===== config.mk =====
export PLATFORM = sky130hd
export DESIGN_NAME = stopwatch_display_decoder
export DESIGN_NICKNAME = d
export VERILOG_FILES = /design/src/rtl/stopwatch_display_decoder.sv
export SDC_FILE = /design/constraint.sdc
export NUM_CORES = 1
export LEC_CHECK = 0
export BUFFER_PORTS_ARGS = -buffer_cell sky130_fd_sc_hd__buf_2
export CORE_MARGIN = 4
export CORE_UTILIZATION = 50
export CTS_CLUSTER_DIAMETER = 60
export DETAILED_ROUTE_END_ITERATION = 7
export PLACE_DENSITY = 0.72
export SLEW_MARGIN = 20
export SYNTH_ARGS = -nofsm -noshare
export SYNTH_HDL_FRONTEND = slang
export SYNTH_SLANG_ARGS = --single-unit

===== constraint.sdc =====
create_clock -name clk -period 4.5 [get_ports clk]
set_clock_uncertainty 0.2 [all_clocks]
set_input_delay 0.9 -clock clk [delete_from_list [all_inputs] [get_ports clk]]
set_output_delay 0.9 -clock clk [all_outputs]
set_load 0.02 [all_outputs]

===== src/rtl/stopwatch_display_decoder.sv =====
// Recovers a stopwatch time (MM:SS) by snooping a multiplexed, active-low
// 4-digit 7-segment display bus and debouncing each digit's dwell.
module stopwatch_display_decoder #(
  parameter int STABLE_CNT = 4
) (
  input  logic        clk,
  input  logic        rst,
  input  logic [6:0]  seg_in,
  input  logic        dp_in,
  input  logic [3:0]  an_in,
  output logic [15:0] bcd_out,
  output logic [5:0]  sec_out,
  output logic [5:0]  min_out,
  output logic [3:0]  dp_out,
  output logic        frame_valid,
  output logic        seg_err
);

  localparam logic [4:0] CNT_CAP = 5'(STABLE_CNT);
  localparam logic [4:0] CNT_SAT = 5'(STABLE_CNT + 1);

  logic [3:0]       an_q;
  logic [6:0]       seg_q;
  logic             dp_q;
  logic [11:0]      prev_q;
  logic [4:0]       cnt_q, cnt_d;
  logic [3:0]       mask_q;
  logic [3:0][3:0]  stage_q;
  logic [3:0]       sdp_q;

  logic [3:0]       sel;
  logic             legal;
  logic             cap;
  logic             dig_ok;
  logic [3:0]       dig;
  logic [3:0]       mask_d;
  logic [3:0][3:0]  stage_d;
  logic [3:0]       sdp_d;
  logic             range_ok;
  logic [5:0]       sec_bin, min_bin;

  function automatic logic [4:0] decode(input logic [6:0] pat);
    case (pat)
      7'h3F:   decode = {1'b1, 4'd0};
      7'h06:   decode = {1'b1, 4'd1};
      7'h5B:   decode = {1'b1, 4'd2};
      7'h4F:   decode = {1'b1, 4'd3};
      7'h66:   decode = {1'b1, 4'd4};
      7'h6D:   decode = {1'b1, 4'd5};
      7'h7D:   decode = {1'b1, 4'd6};
      7'h07:   decode = {1'b1, 4'd7};
      7'h7F:   decode = {1'b1, 4'd8};
      7'h6F:   decode = {1'b1, 4'd9};
      default: decode = {1'b0, 4'd0};
    endcase
  endfunction

  function automatic logic [5:0] to_bin(input logic [3:0] tens, input logic [3:0] ones);
    to_bin = ({2'b00, tens} << 3) + ({2'b00, tens} << 1) + {2'b00, ones};
  endfunction

  // cnt_q is the number of identical samples seen for the sample held in prev_q
  always_comb begin
    cnt_d = 5'd1;
    if (&an_q)
      cnt_d = 5'd0;
    else if ({an_q, seg_q, dp_q} == prev_q)
      cnt_d = (cnt_q == CNT_SAT) ? cnt_q : cnt_q + 5'd1;
  end

  assign sel    = ~prev_q[11:8];
  assign legal  = (sel != 4'd0) && ((sel & (sel - 4'd1)) == 4'd0);
  assign cap    = (cnt_q == CNT_CAP);
  assign {dig_ok, dig} = decode(~prev_q[7:1]);
  assign mask_d = mask_q | sel;

  for (genvar gi = 0; gi < 4; gi++) begin : g_stage
    assign stage_d[gi] = sel[gi] ? dig : stage_q[gi];
    assign sdp_d[gi]   = sel[gi] ? ~prev_q[0] : sdp_q[gi];
  end

  assign range_ok = (stage_d[1] <= 4'd5) && (stage_d[3] <= 4'd5);
  assign sec_bin  = to_bin(stage_d[1], stage_d[0]);
  assign min_bin  = to_bin(stage_d[3], stage_d[2]);

  always_ff @(posedge clk or posedge rst) begin
    if (rst) begin
      an_q        <= '0;
      seg_q       <= '0;
      dp_q        <= 1'b0;
      prev_q      <= '0;
      cnt_q       <= '0;
      mask_q      <= '0;
      stage_q     <= '0;
      sdp_q       <= '0;
      bcd_out     <= '0;
      sec_out     <= '0;
      min_out     <= '0;
      dp_out      <= '0;
      frame_valid <= 1'b0;
      seg_err     <= 1'b0;
    end else begin
      an_q        <= an_in;
      seg_q       <= seg_in;
      dp_q        <= dp_in;
      prev_q      <= {an_q, seg_q, dp_q};
      cnt_q       <= cnt_d;
      frame_valid <= 1'b0;
      seg_err     <= 1'b0;
      if (cap) begin
        if (!legal || !dig_ok) begin
          seg_err <= 1'b1;
          mask_q  <= '0;
          stage_q <= '0;
          sdp_q   <= '0;
        end else if (mask_d == 4'hF) begin
          mask_q <= '0;
          if (range_ok) begin
            bcd_out     <= stage_d;
            dp_out      <= sdp_d;
            sec_out     <= sec_bin;
            min_out     <= min_bin;
            frame_valid <= 1'b1;
          end else begin
            seg_err <= 1'b1;
          end
        end else begin
          mask_q  <= mask_d;
          stage_q <= stage_d;
          sdp_q   <= sdp_d;
        end
      end
    end
  end

endmodule


# [Word-level counts from Yosys, hierarchy flattened]
# Index checks and enable logic that the tools add are counted.
[totals] reg_bits=87 latch_bits=0 ramBits=0 romBits=0 inputBits=14 out_inout_bits=34 word_cells=83 n_memories=0
[op_classes] add_sub_neg=6 n_mul=0 n_div=0 magnitude_cmp=2 n_eq_ne=16 n_shift=0 n_mux=26 n_bitwise=6 n_reduce_logical=10
[ops] op="one-hot mux 5 bit (10 select lines)" count=1
[ops] op="equality test 7 bit (second input constant)" count=7
[ops] op="two-way mux 16 bit" count=2
[ops] op="two-way mux 4 bit" count=8
[ops] op="two-way mux 5 bit" count=3
[ops] op="equality test 7 x 3 -> 1 bit (second input constant)" count=2
[ops] op="adder 6 x 4 -> 6 bit" count=2
[ops] op="adder 6 x 5 -> 6 bit" count=2
[ops] op="equality test 12 bit" count=1
[ops] op="two-way mux 1 bit" count=12
[ops] op="equality test 5 x 3 -> 1 bit (second input constant)" count=2
[ops] op="less-or-equal comparator 4 x 3 -> 1 bit (second input constant)" count=2
[ops] op="AND reduction 4 bit" count=2
[ops] op="equality test 7 x 6 -> 1 bit (second input constant)" count=1
[ops] op="inverter 7 bit" count=1
[ops] op="adder 5 x 1 -> 5 bit (second input constant)" count=1
[ops] op="bitwise AND 4 bit" count=1
[ops] op="equality test 4 bit (second input constant)" count=1
[ops] op="zero test 4 bit" count=1
[ops] op="inverter 4 bit" count=1
[ops] op="bitwise OR 4 bit" count=1
[ops] op="nonzero test 4 bit" count=1
[ops] op="subtractor 4 x 1 -> 4 bit (second input constant)" count=1
[ops] op="!= test 3 bit (second input constant)" count=1
[ops] op="other kinds (6)" count=9

# [Depth between registers and ports, before layout]
[logic_depth] ltp_word=10 ltp_mapped=14 depth_no_buf=13

# [Least setup slack after synthesis]
# No wires, ideal clock.
[synth_timing] kind="reg2reg" startpoint="register prev_q[4]" endpoint="register min_out[5]" setup_time_ns=0.127 t_arrival_ns=3.032 required_ns=4.173 setup_slack_ns=1.141 path_stages_with_launch=15 n_path_buf=1 synth_period_minus_slack_ns=3.359 cell_sequence="dfrtp_1 > buf_2 > nor3_1 > o21ai_0 > a21o_1 > o21ai_0 > inv_1 > fa_1 > inv_1 > ha_1 > a21o_1 > a21oi_1 > xnor2_1 > xnor2_1 > mux2_1"
[synth_rtl] item="start: declaration" line="25" text="logic [11:0] prev_q;"
[synth_rtl] item="start signal: assignment" line="106" text="prev_q <= {an_q, seg_q, dp_q};"
[synth_rtl] item="end signal: assignment" line="122" text="min_out <= min_bin;"
[synth_rtl] item="end: declaration" line="13" text="output logic [5:0] min_out,"

==> qor.csv <==
stage,metric,value,unit
setup_path,critPathCaptureType,flop,
setup_path,reg2reg_depth,13,
synth,yosysUniqueCellTypes,48,
timing,final.setup.worst_slack,899,ps
placement,port_buffers,47,
pwr,clock_power_share,0.390,
pwr,total_leakage_power,2.36,nW
job,timing.max_cap.violations,0,
final_layout,n_antenna_cell,0,
setup_path,worst_setup_path_endpoint,min_out[5],
final_layout,drive_above_1_share,0.199,
grt,first_pass_grt_wire_length,14800,um
setup_path,timing_worst_setup_path_type,flop to flop,
grt,grt_antenna_before_repair,0,
setup_path,setup.worst_path.start,prev_q[4],
timing,setup_violators_final,0,
pwr,power_density,304,nW/um2
cts,post-cts-setup-buffer-count,0,
setup_path,worst_setup_path_start_kind,flop,
routing,detail_route.drc_violations,0,
pwr,power.total,1.44,mW
setup_path,cp.buffers_inverters,2,
placement,place.detailed.instances,521,
synth,synth.net_count,416,
final_layout,num-fill-cells,707,
synth,synth.yosys.warnings,0,
final_layout,stdcell_area,4750,um2
grt,grt_max_degree,50,
setup_path,cp.arrival,3650,ps
pwr,worst_ir_drop_on_vdd,0.000152,V
floorplan,die_h,100,um
synth,synthSimpleGateAreaFrac,0.126,
timing,final.hold.worst_slack,195,ps
pwr,power_report.internal_total,1.08,mW
final_layout,num-nets-final,460,
final_layout,layout_area_overhead,12.0,%
floorplan,core_region_area,8220,um2
timing,max_clock_freq,278,MHz
floorplan,top_level_ports,48,
synth,main_combinational_cell_family_by_area_after_synthesis,simple AND/OR/NAND/NOR gates,
pwr,net-switching-power,0.361,mW
synth,synthXorXnorAreaFrac,0.0496,
synth,count_of_flip_flops_with_a_built_in_enable_after_synthesis,0,
synth,synth_mux_area_frac,0.0907,
cts,clkLatencyLatePin,350,ps
placement,dp_worst_setup_slack,889,ps
cts,cts_tree,yes,
cts,clock-root-buffer,sky130_fd_sc_hd__clkbuf_8,
grt,grt_pass1_vias,2974,
cts,clkSinkCount,85,
placement,dpl_cell_area,4540,um2
synth,synthAdderAreaFrac,0.0632,
floorplan,dieArea,10000,um2
timing,fin_tns_setup,0,ps
routing,ant_nets,0,
setup_path,r2r_end,min_out[5],
timing,final_period_minus_worst_setup_slack,3600,ps
timing,drv_slew,0,
timing,hold_viol,0,
cts,postCtsHoldBufs,0,
final_layout,final-instance-count-excl-fill,537,
cts,cts_resized,0,
synth,netlist_instances,383,
setup_path,critical_path.reg2reg.startpoint,prev_q[4],
setup_path,worstSetupPathDepth,13,
pwr,combinationalPowerShare,0.058,
routing,dr.first_iter.drc_count,219,
floorplan,row_count,33,
setup_path,r2r_slack,900,ps
cts,clk_transition_reported_paths,90,ps
setup_path,category_of_cells_accounting_for_the_largest_share_of_critical_path_delay,compound AO/OA/AOI/OAI gates,
setup_path,worst-endpoint-required,4550,ps
synth,yosys_most_used_dff,sky130_fd_sc_hd__dfrtp_1,
placement,dp.final_hpwl,6250,um
routing,drt_first_pass_iters,4,
timing,grt_setup_unrepaired,false,
final_layout,final_core_util,0.578,
synth,synth_compound_gate_area_share,0.113,
grt,grt.total_usage,0.189,
routing,wl_per_cell,16.2,um
synth,syn_avg_cell_area,11.1,um2
routing,vias_per_cell,5.57,
synth,synth_async_sr_flop_share,1.00,
setup_path,timing.critical_path.slowest_stage_cell,sky130_fd_sc_hd__fa_1,
timing,worstMarginPinSlew,866,ps
cts,cts.path.max_buffers,2,
placement,finalWeightedCongestion,0.853,
min_path,min-delay-path-class,flop to flop,
routing,vias,2990,
floorplan,die_w,100,um
synth,synth_seq_area_share,0.502,
floorplan,initial_utilization,0.516,
pwr,seq_power_share,0.552,
synth,total_standard_cell_area_after_synthesis,4240,um2
grt,grt.overflow.total,0,
timing,slew_headroom,0.421,
setup_path,crit_path_max_incr_delay,550,ps
setup_path,timing.critical_path.fanout_max,9,
cts,cts_made_buffers,9,
setup_path,worstPathCellList,"nor3_1, o21ai_0, a21o_1, o21ai_0, inv_1, fa_1, inv_1, ha_1, a21o_1, a21oi_1, xnor2_1, xnor2_1, mux2_1",
pwr,p_sw_frac,0.250,
status,outcome,finished clean,
routing,drt-total-wl,8680,um
timing,post-route-period-util,0.800,
synth,postSynthRegisterBits,85,
cts,cts-htree-levels,3,
## synth_stat cells, types with 3 or more instances
library cell	instances	area [um2]
sky130_fd_sc_hd__or2_2	4	25.0
sky130_fd_sc_hd__xor2_1	5	43.8
sky130_fd_sc_hd__xnor2_1	19	166
sky130_fd_sc_hd__dfrtp_1	85	2130
sky130_fd_sc_hd__mux2i_1	8	80.1
sky130_fd_sc_hd__inv_1	31	116
sky130_fd_sc_hd__nand4_1	15	93.8
sky130_fd_sc_hd__o22ai_1	11	68.8
sky130_fd_sc_hd__nand2_1	34	128
sky130_fd_sc_hd__o221ai_1	4	35.0
sky130_fd_sc_hd__buf_2	7	35.0
sky130_fd_sc_hd__nor2b_1	3	18.8
sky130_fd_sc_hd__ha_1	15	188
sky130_fd_sc_hd__o21ai_0	11	55.1
sky130_fd_sc_hd__o21a_1	4	30.0
sky130_fd_sc_hd__nor2_1	12	45.0
sky130_fd_sc_hd__a21o_1	3	22.5
sky130_fd_sc_hd__nand2b_1	5	31.3
sky130_fd_sc_hd__a21oi_1	12	60.1
sky130_fd_sc_hd__fa_1	4	80.1
sky130_fd_sc_hd__clkbuf_1	9	33.8
sky130_fd_sc_hd__o211ai_1	6	45.0
sky130_fd_sc_hd__nand3_1	8	40.0
sky130_fd_sc_hd__nor3_1	3	15.0
sky130_fd_sc_hd__mux2_1	22	248
sky130_fd_sc_hd__buf_6	3	33.8
sky130_fd_sc_hd__a31oi_1	6	37.5
sky130_fd_sc_hd__mux2_2	5	56.3
## cell families after synthesis
family | count (synthesis)
XOR/XNOR | 24
flip-flops | 85
adder cells (fa/ha/maj) | 19
multiplexers | 35
AO/OA/AOI/OAI | 70
buffers and inverters | 52
AND/OR/NAND/NOR | 98
## layout by cell type, fill, tap and decap left out, drive strengths merged, types with 10 or more instances in the layout
cell type  count
dfrtp         85
buf           54
nand2         35
inv           32
mux2          27
xnor2         19
nand4         15
ha            15
nor2          12
a21oi         12
o21ai         12
o22ai         11
clkbuf        10
## registers in the layout, indices dropped and copies added, names as in the netlist
name	cells
an_q	4
bcd_out	16
cnt_q	5
dp_out	4
dp_q	1
frame_valid	1
mask_q	4
min_out	5
prev_q	12
sdp_q	4
sec_out	5
seg_err	1
seg_q	7
stage_q	16
## worst min-delay path by stage
stage / depth (start not counted) / slack (ps) / end / from
global placement: 0 / 180 / prev_q[5] / seg_q[4]
detailed placement: 0 / 180 / prev_q[5] / seg_q[4]
global route: 0 / 210 / prev_q[5] / seg_q[4]
finish: 0 / 190 / prev_q[5] / seg_q[4]
floorplan: 0 / 170 / prev_q[0] / dp_q
CTS: 0 / 200 / prev_q[5] / seg_q[4]
## power by group through the flow
| stage | Combinational [mW] | Clock [mW] | Sequential, mW |
|---|---|---|---|
| 6_report | 0.0838 | 0.562 | 0.797 |
| 5_1_grt | 0.0948 | 0.611 | 0.800 |
| 4_1_cts | 0.0854 | 0.578 | 0.797 |
| 3_5_place_dp | 0.0851 | 0 | 0.812 |
| 3_3_place_gp | 0.0839 | 0 | 0.812 |
| 2_1_floorplan | 0.0722 | 0 | 0.796 |
## cell type report
class	instances	area [um2]	share of cell area
Clock buffer	10	138	0.0290
Clock inverter	6	68.8	0.0145
Inverter	31	118	0.0248
Multi-Input combinational cell	246	1880	0.395
Sequential cell	85	2130	0.448
Tap cell	105	131	0.0277
Timing Repair Buffer	54	288	0.0606
## layer usage
layer / wire, um / track usage / vias to the layer above
met5: 0 / 0 / -
met4: 184 / 0.0663 / 0
met3: 455 / 0.0438 / 16
met2: 4160 / 0.298 / 81
met1: 3880 / 0.257 / 1464
li1: - / - / 1429
(Power assumes the default switching activity.)
